`config.mk`:
```
export PLATFORM = sky130hd
export DESIGN_NAME = move_sequencer
export DESIGN_NICKNAME = d
export VERILOG_FILES = /design/src/rtl/move_sequencer.sv
export SDC_FILE = /design/constraint.sdc
export NUM_CORES = 1
export LEC_CHECK = 0
export CORE_MARGIN = 3
export CORE_UTILIZATION = 50
export CTS_CLUSTER_SIZE = 40
export DETAILED_ROUTE_END_ITERATION = 16
export PLACE_DENSITY = 0.77
export SYNTH_ARGS = -nofsm -noshare
export SYNTH_HDL_FRONTEND = slang
export SYNTH_SLANG_ARGS = --single-unit
```
`constraint.sdc`:
```
create_clock -name clk -period 10.7 [get_ports clk]
set_input_delay 1.07 -clock clk [delete_from_list [all_inputs] [get_ports clk]]
set_output_delay 1.07 -clock clk [all_outputs]
set_load 0.05 [all_outputs]
```
`src/rtl/move_sequencer.sv`:
```
// -----------------------------------------------------------------------------
// move_sequencer
//
// Applies one 2048-style slide/merge move to a 4x4 board held in an external
// synchronous-read tile RAM. Each of the four lines along the move direction is
// read (4 cycles + 1 wait), merged in one cycle and written back (4 cycles),
// so a full move takes 40 cycles followed by a one-cycle done pulse.
//
// Ports
//   clk        system clock, rising edge active
//   rst        asynchronous, active-high reset
//   cmd_valid  move request
//   cmd_dir    direction: 0 left, 1 right, 2 up, 3 down
//   cmd_ready  high only while idle; request taken when valid && ready
//   mem_addr   tile RAM address (row*4+col)
//   mem_we     tile RAM write enable
//   mem_wdata  tile exponent to write (0 = empty, e = value 2^e)
//   mem_rdata  tile RAM read data, valid one cycle after mem_addr
//   done       one-cycle pulse at move completion
//   moved      valid with done: some tile changed
//   score_add  valid with done: saturating sum of merged tile values
// -----------------------------------------------------------------------------
module move_sequencer #(
  parameter int SCORE_W = 16
) (
  input  logic               clk,
  input  logic               rst,
  input  logic               cmd_valid,
  input  logic [1:0]         cmd_dir,
  output logic               cmd_ready,
  output logic [3:0]         mem_addr,
  output logic               mem_we,
  output logic [3:0]         mem_wdata,
  input  logic [3:0]         mem_rdata,
  output logic               done,
  output logic               moved,
  output logic [SCORE_W-1:0] score_add
);

  typedef enum logic [2:0] {
    IDLE  = 3'd0,
    READ  = 3'd1,
    RWAIT = 3'd2,
    PROC  = 3'd3,
    WRITE = 3'd4,
    DONE  = 3'd5
  } state_t;

  // Result of merging one line: new tiles plus the score earned by it.
  typedef struct packed {
    logic [3:0][3:0] tiles;
    logic [17:0]     score;
  } line_t;

  // RAM address of position k on line l for the given direction.
  function automatic logic [3:0] addr_of(input logic [1:0] dir,
                                         input logic [1:0] l,
                                         input logic [1:0] k);
    logic [3:0] a;
    case (dir)
      2'd0:    a = {l, k};
      2'd1:    a = {l, 2'd3 - k};
      2'd2:    a = {k, l};
      2'd3:    a = {2'd3 - k, l};
      default: a = {l, k};
    endcase
    return a;
  endfunction

  // Compress toward slot 0, merge equal neighbours once each, pad with zeros.
  function automatic line_t merge_line(input logic [3:0][3:0] s);
    logic [4:0][3:0] c;  // extra zero entry so c[j+1] is always in range
    logic [2:0]      n;
    logic [2:0]      m;
    logic            skip;
    line_t           o;
    c = '0;
    n = 3'd0;
    for (int i = 0; i < 4; i++) begin
      if (s[i] != 4'd0) begin
        c[n] = s[i];
        n    = n + 3'd1;
      end
    end
    o    = '0;
    m    = 3'd0;
    skip = 1'b0;
    for (int j = 0; j < 4; j++) begin
      if (skip) begin
        // second tile of a pair already consumed by the merge
        skip = 1'b0;
      end else if (c[j] != 4'd0) begin
        if (c[j+1] == c[j]) begin
          o.tiles[m[1:0]] = (c[j] == 4'd15) ? 4'd15 : (c[j] + 4'd1);
          o.score         = o.score + (18'd1 << ({1'b0, c[j]} + 5'd1));
          skip            = 1'b1;
        end else begin
          o.tiles[m[1:0]] = c[j];
        end
        m = m + 3'd1;
      end
    end
    return o;
  endfunction

  // Accumulator add clamped at the all-ones value of SCORE_W bits.
  function automatic logic [SCORE_W-1:0] sat_add(input logic [SCORE_W-1:0] a,
                                                 input logic [17:0]        b);
    logic [SCORE_W+18:0] sum;
    sum = {19'd0, a} + {{(SCORE_W+1){1'b0}}, b};
    if (sum > {19'd0, {SCORE_W{1'b1}}}) begin
      return {SCORE_W{1'b1}};
    end else begin
      return sum[SCORE_W-1:0];
    end
  endfunction

  state_t                state_r, state_s;
  logic [1:0]            k_r, k_s;
  logic [1:0]            l_r, l_s;
  logic [1:0]            dir_r, dir_s;
  logic [3:0][3:0]       slot_r;
  logic [3:0][3:0]       res_r, res_s;
  logic                  moved_acc_r;
  logic [SCORE_W-1:0]    score_acc_r;
  line_t                 line_s;
  logic                  line_moved_s;

  logic                  cmd_ready_s;
  logic                  mem_we_s;
  logic                  done_s;
  logic [3:0]            mem_addr_s;
  logic [3:0]            mem_wdata_s;

  assign line_s       = merge_line(slot_r);
  assign line_moved_s = (line_s.tiles != slot_r);

  // Next-state logic: position k / line l counters walk the line sequence.
  always_comb begin
    state_s = state_r;
    k_s     = k_r;
    l_s     = l_r;
    dir_s   = dir_r;
    case (state_r)
      IDLE: begin
        if (cmd_valid) begin
          state_s = READ;
          dir_s   = cmd_dir;
          l_s     = 2'd0;
          k_s     = 2'd0;
        end else begin
          state_s = IDLE;
        end
      end
      READ: begin
        if (k_r == 2'd3) begin
          state_s = RWAIT;
          k_s     = 2'd0;
        end else begin
          k_s = k_r + 2'd1;
        end
      end
      RWAIT: begin
        state_s = PROC;
      end
      PROC: begin
        state_s = WRITE;
        k_s     = 2'd0;
      end
      WRITE: begin
        if (k_r == 2'd3) begin
          k_s = 2'd0;
          if (l_r == 2'd3) begin
            state_s = DONE;
          end else begin
            state_s = READ;
            l_s     = l_r + 2'd1;
          end
        end else begin
          k_s = k_r + 2'd1;
        end
      end
      DONE: begin
        state_s = IDLE;
      end
      default: begin
        state_s = IDLE;
        k_s     = 2'd0;
        l_s     = 2'd0;
      end
    endcase
  end

  // Output decode from the next state so every output leaves a register.
  always_comb begin
    res_s       = res_r;
    cmd_ready_s = (state_s == IDLE);
    mem_we_s    = (state_s == WRITE);
    done_s      = (state_s == DONE);
    mem_addr_s  = 4'd0;
    mem_wdata_s = 4'd0;
    if (state_r == PROC) begin
      res_s = line_s.tiles;
    end else begin
      res_s = res_r;
    end
    if ((state_s == READ) || (state_s == WRITE)) begin
      mem_addr_s = addr_of(dir_s, l_s, k_s);
    end else begin
      mem_addr_s = 4'd0;
    end
    if (state_s == WRITE) begin
      mem_wdata_s = res_s[k_s];
    end else begin
      mem_wdata_s = 4'd0;
    end
  end

  // FSM state and counters.
  always_ff @(posedge clk or posedge rst) begin
    if (rst) begin
      state_r <= IDLE;
      k_r     <= 2'd0;
      l_r     <= 2'd0;
      dir_r   <= 2'd0;
    end else begin
      state_r <= state_s;
      k_r     <= k_s;
      l_r     <= l_s;
      dir_r   <= dir_s;
    end
  end

  // Line datapath: read capture (one cycle behind the address), merge result
  // and the per-move moved/score accumulators.
  always_ff @(posedge clk or posedge rst) begin
    if (rst) begin
      slot_r      <= '0;
      res_r       <= '0;
      moved_acc_r <= 1'b0;
      score_acc_r <= '0;
    end else begin
      res_r <= res_s;
      if ((state_r == READ) && (k_r != 2'd0)) begin
        slot_r[k_r - 2'd1] <= mem_rdata;
      end else if (state_r == RWAIT) begin
        slot_r[3] <= mem_rdata;
      end else begin
        slot_r <= slot_r;
      end
      if ((state_r == IDLE) && cmd_valid) begin
        moved_acc_r <= 1'b0;
        score_acc_r <= '0;
      end else if (state_r == PROC) begin
        moved_acc_r <= moved_acc_r | line_moved_s;
        score_acc_r <= sat_add(score_acc_r, line_s.score);
      end else begin
        moved_acc_r <= moved_acc_r;
        score_acc_r <= score_acc_r;
      end
    end
  end

  // Registered outputs; moved/score_add load on entry to DONE and then hold.
  always_ff @(posedge clk or posedge rst) begin
    if (rst) begin
      cmd_ready <= 1'b1;
      mem_we    <= 1'b0;
      mem_addr  <= 4'd0;
      mem_wdata <= 4'd0;
      done      <= 1'b0;
      moved     <= 1'b0;
      score_add <= '0;
    end else begin
      cmd_ready <= cmd_ready_s;
      mem_we    <= mem_we_s;
      mem_addr  <= mem_addr_s;
      mem_wdata <= mem_wdata_s;
      done      <= done_s;
      if (state_s == DONE) begin
        moved     <= moved_acc_r;
        score_add <= score_acc_r;
      end else begin
        moved     <= moved;
        score_add <= score_add;
      end
    end
  end

endmodule

```
==> metrics.txt <==
status finished, final reports clean; Reg2Reg Depth 44; Worst slew margin 0.287; reg2reg end score_acc_r[11]$_DFFE_PP0P_; placed inst area 0.0112 sq mm; top cells by area, synth dfrtp_1, ha_1, nand2_1; Final Instance Area 0.0116 sq mm; Tcrit/Tclk final 0.939; crit path max fanout 16; Hold Crit Class flip-flop to flip-flop; pin count of the biggest net entering global routing 87; synth-to-layout area growth 9.59%; prevailing post-synth register cell dfrtp_1; WP data required 10.86 ns; DP HPWL 23100 um; Initial Util 0.515; post-synth top area share 0.202; Sink Count 86; Num CTS Buffers 9; remaining global-route overflow 0; vias in the first global route 9589; commonest non-fill, non-tap cells in the layout nand2_1, nor2_1, a21oi_1; DR iter-0 viols 1022; Final Skew 0.0105 ns; average vias per placed instance 6.31; final wirelength 30000 um; Yosys reg bits 86; measured slew at the worst slew-check pin 1.07 ns; die area 0.0229 sq mm; worst hold start score_add[7]$_DFFE_PP0P_; worst hold slack 0.479 ns; Critical Path Start Type flip-flop; first-pass GRT wire length 48500 um; nets@finish 1470; WHS Endpoint score_add[7]$_DFFE_PP0P_; share of cells above drive strength 1 0.0894; CP max-delay cell or4_1; commonest non-fill, non-tap cell in the layout nand2_1; Clock Tree Buf Depth 2; Final Hold Viols 0; Post-synth EDFFs 0; RSZ-0062 raised after global routing no; Hold Path Depth 2; core area 0.0205 sq mm; Max Clk Rate 99.5 MHz; fill count 1852; cell taking the most area after synthesis dfrtp_1; Fin Setup TNS 0 ns; Worst Path Class, Setup flip-flop to flip-flop; Ys Warns 0; GPL Wtd Cong 1.00; crit path DAT 10.21 ns; reg2reg start slot_r[5]$_DFFE_PP0P_; Syn Area/Cell 7.86 sq um; Syn Std Cell Area 0.0106 sq mm; antenna violations before repair 0; Root Buffer clkbuf_16; diode count 0; minimum clock period 10.05 ns; Cell variety after synth 98; Final ANT Viol Nets 0; Die Span Y 151 um; clk_lat worst skew 0.34 ns; post-synthesis sequential area ratio 0.204; Final Max Slew Viols 0; Die Wd 151 um; CTS tree built; DRC viols 0; # IOs 37; GRT Total Usage 0.260; final core utilization 0.564; MaxCap Viol Count 0; vias after detailed routing 10300; DR WL/cell 18.4 um; Crit path largest cell delay 0.64 ns; Final setup viols 0; CTS H-tree depth 3; CP startpoint slot_r[5]$_DFFE_PP0P_; # rows 52; CTS clk-pin slew, worst paths 0.07 ns; CTS Hold Buffers Added 0; most used cell, CP a21oi_1; r2r setup slk 0.65 ns; CP Capture Type flip-flop; Mapped Cells 1342; Synth async-reset ratio 1.00; Buffers on Ports 36; DR pass1 iterations 6
==> flip-flops by register name, indices dropped and copies added (netlist names) <==
register / count
cmd_ready: 1
dir_r: 2
done: 1
k_r: 2
l_r: 2
mem_addr: 4
mem_wdata: 4
mem_we: 1
moved: 1
moved_acc_r: 1
res_r: 16
score_acc_r: 16
score_add: 16
slot_r: 16
state_r: 3
==> kinds of logic (layout without fill, tap and decap cells) <==
group | count (synthesis) | after routing | synth area share
flops | 86 | 86 | 0.204
mux | 61 | 61 | 0.0707
fa+ha+maj | 102 | 102 | 0.125
compound gates | 399 | 399 | 0.260
simple gates | 489 | 489 | 0.229
other cells | 1 | 2 | 0.000355
buf+inv | 128 | 149 | 0.0483
xor+xnor | 76 | 76 | 0.0631
==> routing by layer <==
metal  up-vias  share of wire  GRT usage
li1       4953              -          -
met1      4889           0.43      0.351
met2       382           0.47      0.424
met3        82          0.059     0.0323
met4         0          0.040     0.0979
met5         -              0          0
==> through the flow <==
| step | worst slack, ns | cells |
|---|---|---|
| finish | 0.654 | 1634 |
| global route | 0.0411 | 1634 |
| CTS | 0.0487 | 1632 |
| detailed placement | 0.0544 | 1616 |
| global placement | 0.423 | 1616 |
| floorplan | 1.04 | 1343 |
==> cell type report <==
cell class | count | area [sq um] | area share
multi-input combinational | 1129 | 7950 | 0.687
sequential | 86 | 2150 | 0.186
timing repair buffer | 66 | 586 | 0.0506
tap | 270 | 338 | 0.0292
inverter | 67 | 253 | 0.0219
clock buffer | 11 | 243 | 0.0210
clock inverter | 5 | 42.5 | 0.00368
==> synth_stat cells (18+ instances only) <==
| cell type | count |
|---|---|
| mux2_2 | 35 |
| xnor2_1 | 47 |
| o211ai_1 | 23 |
| a21o_1 | 20 |
| and2_1 | 41 |
| inv_1 | 65 |
| a31oi_1 | 24 |
| dfrtp_1 | 85 |
| nor2_1 | 126 |
| and3_1 | 33 |
| nand3_1 | 30 |
| ha_1 | 97 |
| mux2i_1 | 18 |
| clkbuf_1 | 43 |
| a21oi_1 | 102 |
| nand2_1 | 144 |
| nor3_1 | 32 |
| xor2_1 | 29 |
| o21ai_0 | 46 |
==> worst max-delay path, delay by kind of cell (launching register included) <==
kind	cells	cell delay, ns
AOI/OAI and AO/OA	19	3.19
xor gates and xnor gates	4	0.55
adders and majority gates	6	2.13
buffers and inverters	2	0.48
DFF	1	0.49
muxes	1	0.30
and+or+nand+nor	12	2.70
==> how the worst max path moves through the flow <==
| stage | endpoint | slack [ns] | depth (start not counted) |
|---|---|---|---|
| finish | score_acc_r[11]$_DFFE_PP0P_ | 0.65 | 44 |
| floorplan | score_acc_r[10]$_DFFE_PP0P_ | 1.04 | 42 |
| global placement | score_acc_r[3]$_DFFE_PP0P_ | 0.42 | 42 |
| CTS | score_acc_r[11]$_DFFE_PP0P_ | 0.05 | 41 |
| global route | score_acc_r[11]$_DFFE_PP0P_ | 0.04 | 44 |
| detailed placement | score_acc_r[11]$_DFFE_PP0P_ | 0.05 | 41 |
==> what timing repair did <==
action | 4_1_cts | 5_1_grt
resized for setup | 0 | 10
endpoints found under the setup margin | 0 | 16
setup buffers | 0 | 2
hold endpoints to repair | 0 | 0
Power is not shown: default switching activity piles up to over one toggle a cycle in this logic, so the estimate is an artifact.
